[src/rtl/aes_req_arbiter_pkg.sv]
// Shared definitions for the AES request arbiter: data widths, FSM states and response codes.
package aes_req_arbiter_pkg;

  localparam int unsigned TEXT_WIDTH = 128;
  localparam int unsigned KEY_WIDTH  = 128;

  typedef enum logic [2:0] {
    StIdle  = 3'd0,
    StStart = 3'd1,
    StWait  = 3'd2,
    StResp  = 3'd3,
    StFlush = 3'd4
  } state_e;

  localparam logic RSP_ERR_TIMEOUT = 1'b1;

endpackage

[src/rtl/aes_req_arbiter_rr_arbiter.sv]
// Combinational round-robin arbiter: one-hot grant to the first request at or after ptr_i.
module aes_req_arbiter_rr_arbiter #(
  parameter int unsigned NUM_REQ = 4,
  localparam int unsigned IdxW   = $clog2(NUM_REQ)
) (
  input  logic [NUM_REQ-1:0] req_i,
  input  logic [IdxW-1:0]    ptr_i,
  output logic [NUM_REQ-1:0] grant_o
);

  always_comb begin
    logic            found;
    logic [IdxW-1:0] idx;
    grant_o = '0;
    found   = 1'b0;
    idx     = '0;
    for (int unsigned i = 0; i < NUM_REQ; i++) begin
      idx = IdxW'((32'(ptr_i) + i) % NUM_REQ);
      if (!found && req_i[idx]) begin
        grant_o[idx] = 1'b1;
        found        = 1'b1;
      end
    end
  end

endmodule

[src/rtl/aes_req_arbiter.sv]
// Round-robin front end for the shared AES-128 decryption core, with a completion watchdog.
module aes_req_arbiter
  import aes_req_arbiter_pkg::*;
#(
  parameter int unsigned NUM_REQ = 4,
  parameter int unsigned TIMEOUT = 63,
  localparam int unsigned IdxW   = $clog2(NUM_REQ)
) (
  input  logic                          clk_i,
  input  logic                          rst_ni,
  input  logic [NUM_REQ-1:0]            req_valid_i,
  output logic [NUM_REQ-1:0]            req_ready_o,
  input  logic [NUM_REQ*TEXT_WIDTH-1:0] req_text_i,
  input  logic [NUM_REQ*KEY_WIDTH-1:0]  req_key_i,
  output logic                          rsp_valid_o,
  input  logic                          rsp_ready_i,
  output logic [IdxW-1:0]               rsp_id_o,
  output logic [TEXT_WIDTH-1:0]         rsp_text_o,
  output logic                          rsp_error_o,
  output logic                          core_start_o,
  output logic                          core_flush_o,
  output logic [TEXT_WIDTH-1:0]         core_text_o,
  output logic [KEY_WIDTH-1:0]          core_key_o,
  input  logic                          core_finish_i,
  input  logic [TEXT_WIDTH-1:0]         core_text_i,
  output logic                          busy_o
);

  localparam int unsigned WdW = $clog2(TIMEOUT + 1);
  localparam logic [WdW-1:0] WdMax = WdW'(TIMEOUT);

  state_e                state_q, state_d;
  logic [IdxW-1:0]       rr_ptr_q, rr_ptr_d;
  logic [IdxW-1:0]       id_q;
  logic [WdW-1:0]        wd_q;
  logic [NUM_REQ-1:0]    grant;
  logic [IdxW-1:0]       grant_idx;
  logic [TEXT_WIDTH-1:0] sel_text;
  logic [KEY_WIDTH-1:0]  sel_key;
  logic                  accept;

  logic [TEXT_WIDTH-1:0] core_text_q, rsp_text_q;
  logic [KEY_WIDTH-1:0]  core_key_q;
  logic                  core_start_q, core_flush_q, rsp_valid_q, rsp_error_q, busy_q;

  aes_req_arbiter_rr_arbiter #(
    .NUM_REQ (NUM_REQ)
  ) u_rr_arbiter (
    .req_i   (req_valid_i),
    .ptr_i   (rr_ptr_q),
    .grant_o (grant)
  );

  assign accept      = (state_q == StIdle) && (|req_valid_i);
  assign req_ready_o = (state_q == StIdle) ? grant : '0;

  always_comb begin
    grant_idx = '0;
    sel_text  = '0;
    sel_key   = '0;
    for (int unsigned i = 0; i < NUM_REQ; i++) begin
      if (grant[i]) begin
        grant_idx = IdxW'(i);
        sel_text  = req_text_i[i*TEXT_WIDTH +: TEXT_WIDTH];
        sel_key   = req_key_i[i*KEY_WIDTH +: KEY_WIDTH];
      end
    end
  end

  always_comb begin
    state_d  = state_q;
    rr_ptr_d = rr_ptr_q;
    unique case (state_q)
      StIdle:  if (|req_valid_i) state_d = StStart;
      StStart: state_d = StWait;
      StWait: begin
        // Finish has priority over an expiring watchdog.
        if (core_finish_i)      state_d = StResp;
        else if (wd_q == WdMax) state_d = StFlush;
      end
      StFlush: state_d = StResp;
      StResp: begin
        if (rsp_ready_i) begin
          state_d  = StIdle;
          rr_ptr_d = (id_q == IdxW'(NUM_REQ - 1)) ? '0 : id_q + IdxW'(1);
        end
      end
      default: state_d = StIdle;
    endcase
  end

  always_ff @(posedge clk_i or negedge rst_ni) begin
    if (!rst_ni) begin
      state_q      <= StIdle;
      rr_ptr_q     <= '0;
      id_q         <= '0;
      wd_q         <= '0;
      core_text_q  <= '0;
      core_key_q   <= '0;
      rsp_text_q   <= '0;
      rsp_error_q  <= 1'b0;
      rsp_valid_q  <= 1'b0;
      core_start_q <= 1'b0;
      core_flush_q <= 1'b0;
      busy_q       <= 1'b0;
    end else begin
      state_q      <= state_d;
      rr_ptr_q     <= rr_ptr_d;
      rsp_valid_q  <= (state_d == StResp);
      core_start_q <= (state_d == StStart);
      core_flush_q <= (state_d == StFlush);
      busy_q       <= (state_d != StIdle);
      if (accept) begin
        id_q        <= grant_idx;
        core_text_q <= sel_text;
        core_key_q  <= sel_key;
      end
      // Counting from START makes the WAIT budget exactly TIMEOUT cycles.
      if (state_q == StIdle) begin
        wd_q <= '0;
      end else if ((state_q == StStart) || ((state_q == StWait) && (state_d == StWait))) begin
        wd_q <= wd_q + WdW'(1);
      end
      if ((state_q == StWait) && core_finish_i) begin
        rsp_text_q  <= core_text_i;
        rsp_error_q <= 1'b0;
      end else if ((state_q == StWait) && (state_d == StFlush)) begin
        rsp_text_q  <= '0;
        rsp_error_q <= RSP_ERR_TIMEOUT;
      end
    end
  end

  assign rsp_valid_o  = rsp_valid_q;
  assign rsp_id_o     = id_q;
  assign rsp_text_o   = rsp_text_q;
  assign rsp_error_o  = rsp_error_q;
  assign core_start_o = core_start_q;
  assign core_flush_o = core_flush_q;
  assign core_text_o  = core_text_q;
  assign core_key_o   = core_key_q;
  assign busy_o       = busy_q;

endmodule

[config.mk]
export PLATFORM = sky130hd
export DESIGN_NAME = aes_req_arbiter
export DESIGN_NICKNAME = d
export VERILOG_FILES = /design/src/rtl/aes_req_arbiter_pkg.sv /design/src/rtl/aes_req_arbiter_rr_arbiter.sv /design/src/rtl/aes_req_arbiter.sv
export SDC_FILE = /design/constraint.sdc
export NUM_CORES = 1
export LEC_CHECK = 0
export ABC_AREA = 1
export ABC_CLOCK_PERIOD_IN_PS = 3000
export CORE_AREA = 2 2 608 610
export CTS_CLUSTER_SIZE = 20
export DETAILED_ROUTE_END_ITERATION = 16
export DIE_AREA = 0 0 610 612
export GPL_TIMING_DRIVEN = 0
export PLACE_DENSITY = 0.3
export REMOVE_ABC_BUFFERS = 1
export SLEW_MARGIN = 20
export SYNTH_ARGS = -nofsm -noshare
export SYNTH_HDL_FRONTEND = slang
export SYNTH_SLANG_ARGS = --single-unit
export TNS_END_PERCENT = 1
[constraint.sdc]
create_clock -name clk_i -period 3 [get_ports clk_i]
set_input_delay 0.6 -clock clk_i [delete_from_list [all_inputs] [get_ports clk_i]]
set_output_delay 0.6 -clock clk_i [all_outputs]
set_load 0.02 [all_outputs]
==> out/metrics.csv <==
metric,value,unit
Nets,6453,
Core Area,0.3672,sq mm
# setup viols final,176,
P&R area growth vs syn,102.6,%
minimum clock period,3341,ps
Tot GR Track Use,0.1435,
Final Cycle Share,1.114,
multi-input combinational cell area,0.01444,sq mm
DPL Wire Length,212900,um
register area share after synthesis,0.3885,
CTS tree,done,
DRC viols,0,
routed wire length,280000,um
Worst path slowest cell,dfrtp_2,
Syn Inst Count,3830,
DR vias,34360,
final setup margin,-340.8,ps
cell area after synthesis,0.02589,sq mm
RSZ-0062 raised after global routing,yes,
crit-path leading delay family,buffers and inverters,
pwr dens,1316,mW/mm^2
I/O Pins,1555,
total CTS buffers,77,
critical path type,flop to flop,
Worst setup SP type,flop,
Max Cap Viol,0,
H-tree depth,3,
slew margin rel.,0.4391,
worst reg2reg startpoint,rr_ptr_q[1],
CP Buf/Inv Count,6,
Max Root-Sink Buffers,4,
Fill cells,42075,
DR iter-0 viols,2097,
I/O Buffers,1554,
dpl cell area,0.04778,sq mm
drt pass-1 iters,6,
VDD IR max,0.0008895,V
post-synth cell types,27,
average routed wire per standard cell,27.48,um
Worst EP arrival,3960,ps
CP endpoint kind,flop,
"Design Area, Final",0.05245,sq mm
post-DR vias/cell,3.372,
worst hold margin,315.5,ps
critical path data required time,3620,ps
clk_lat worst skew,790,ps
Synth Warn #,0,
first-pass GRT wire length,357800,um
Mapped Avg Cell Area,6.760,sq um
HP Class,input pin to asynchronous set/reset pin,
Slew @ Worst Pin,841.4,ps
"Reg clk slew, reported paths",60,ps
FMAX,0.2993,GHz
share of layout cells above drive strength 1,0.09093,
Routed Antenna Nets,0,
register area,0.01006,sq mm
Worst path max stage delay,430,ps
Crit Path Max Fanout,100,
"Cell Chain, Critical Path",inv_6 -> ha_4 -> inv_4 -> nand3_4 -> nand2_4 -> nand2_2 -> nor2_4 -> buf_12 -> buf_8 -> nand2_8 -> nand2_8 -> buf_16 -> buf_16 -> a21oi_1 -> nand2_1 -> nand2_1,
chip height,612,um
initial antenna violation count,157,
status,"complete, but fails checks",
vias in the first global route,34403,
CTS Root Buffer Type,clkbuf_16,
Core Rows,223,
post-layout util,0.1428,
Die ar.,0.3733,sq mm
final setup TNS,-19940,ps
Die X-Extent,610,um
gr ovfl total,0,
RR Endpoint,core_text_o[81],
failing checks,setup timing,
GPL Wtd Cong,0.8956,
initial core utilization,0.07052,
Final Max Slew Viols,0,
largest net degree at the start of global routing,122,
Seq cells post-synth,402,
dpl ws,-1970,ps
Setup Skew,67.53,ps
leakage power,22.16,nW
flop-to-flop setup slack,-340,ps
CTS Sinks,402,
Fin. Hold Viols,0,
number of cells on the worst reg-to-reg path,16,
## per-stage QoR
stage | std cells | power [W]
floorplan | 3506 | 0.02444
global placement | 9897 | 0.03446
detailed placement | 9966 | 0.05471
CTS | 10169 | 0.07078
global route | 10177 | 0.07410
finish | 10191 | 0.06902
## cell type report
class	instances	share of cell area
repair buffers	1691	0.3469
multi-input cells	2827	0.2754
flip-flops and latches	402	0.1919
well taps	4837	0.1154
clock buffers	108	0.04182
inverters	283	0.02145
clock inverters	21	0.005940
diodes	20	0.0009543
repair inverters	2	0.0003340
## power by group
part	switching, W	internal, W	total, W
sequential	0.00136	0.00792	0.00928
combinational	0.0330	0.0174	0.0504
clock	0.00373	0.00559	0.00932
total	0.0381	0.0309	0.0690
## synth_stat cells (all sizes together)
library cell  instances  area share
nand2              1332        0.19
nand3               666        0.13
a21oi               522        0.10
dfrtp               402        0.39
inv                 283       0.041
a21boi              256       0.074
buf                 190       0.040
clkbuf              134       0.019
nor2                 25      0.0044
ha                    9      0.0043
o21ai                 4     0.00077
nor3                  3     0.00058
nand4                 2     0.00048
nor4                  1     0.00024
o31ai                 1     0.00029
## flip-flops by register name, summed over array words and instances (netlist names), 2 cells and up
register,cells
core_text_o,128
state_q,3
rr_ptr_q,2
wd_q,6
core_key_o,128
rsp_text_o,128
rsp_id_o,2
## layout by cell type, fill, tap and decap left out, drive strengths merged, types with 9 or more instances in the layout
cell type         n
a21boi          256
a21oi           522
buf             137
clkbuf          108
clkdlybuf4s50  1548
clkinv           12
dfrtp           402
diode            20
ha                9
inv             285
nand2          1337
nand3           667
nor2             25
## layer usage
metal,vias to the layer above,GRT usage,share of wire
li1,15475,-,-
met5,-,0,0.0014
met3,406,0.04417,0.078
met2,1587,0.2457,0.48
met1,16828,0.1761,0.42
met4,64,0.02835,0.024
## kinds of logic after synthesis
kind of cell,synth area share
AND/OR/NAND/NOR,0.3300
adder cells (fa/ha/maj),0.004349
AO/OA/AOI/OAI,0.1762
flip-flops,0.3885
buffers and inverters,0.1009
## how the worst max path moves through the flow
stage	from	to	depth (start not counted)
finish	rr_ptr_q[1]	core_text_o[81]	16
CTS	rr_ptr_q[1]	req_ready_o[2]	14
floorplan	core_finish_i	wd_q[5]	10
detailed placement	req_valid_i[3]	core_text_o[125]	18
global placement	rst_ni	core_key_o[81]	1
global route	rr_ptr_q[0]	req_ready_o[2]	14
## timing repair
action | CTS | global route
setup endpoints to repair | 267 | 237
pin swaps | 18 | 23
endpoints found under the hold margin | 41 | 0
gates resized for setup | 279 | 65
hold buffers | 1 | 0
gates cloned | 17 | 0
setup buffers | 56 | 2
No activity file was read; power rests on OpenSTA's default activity.
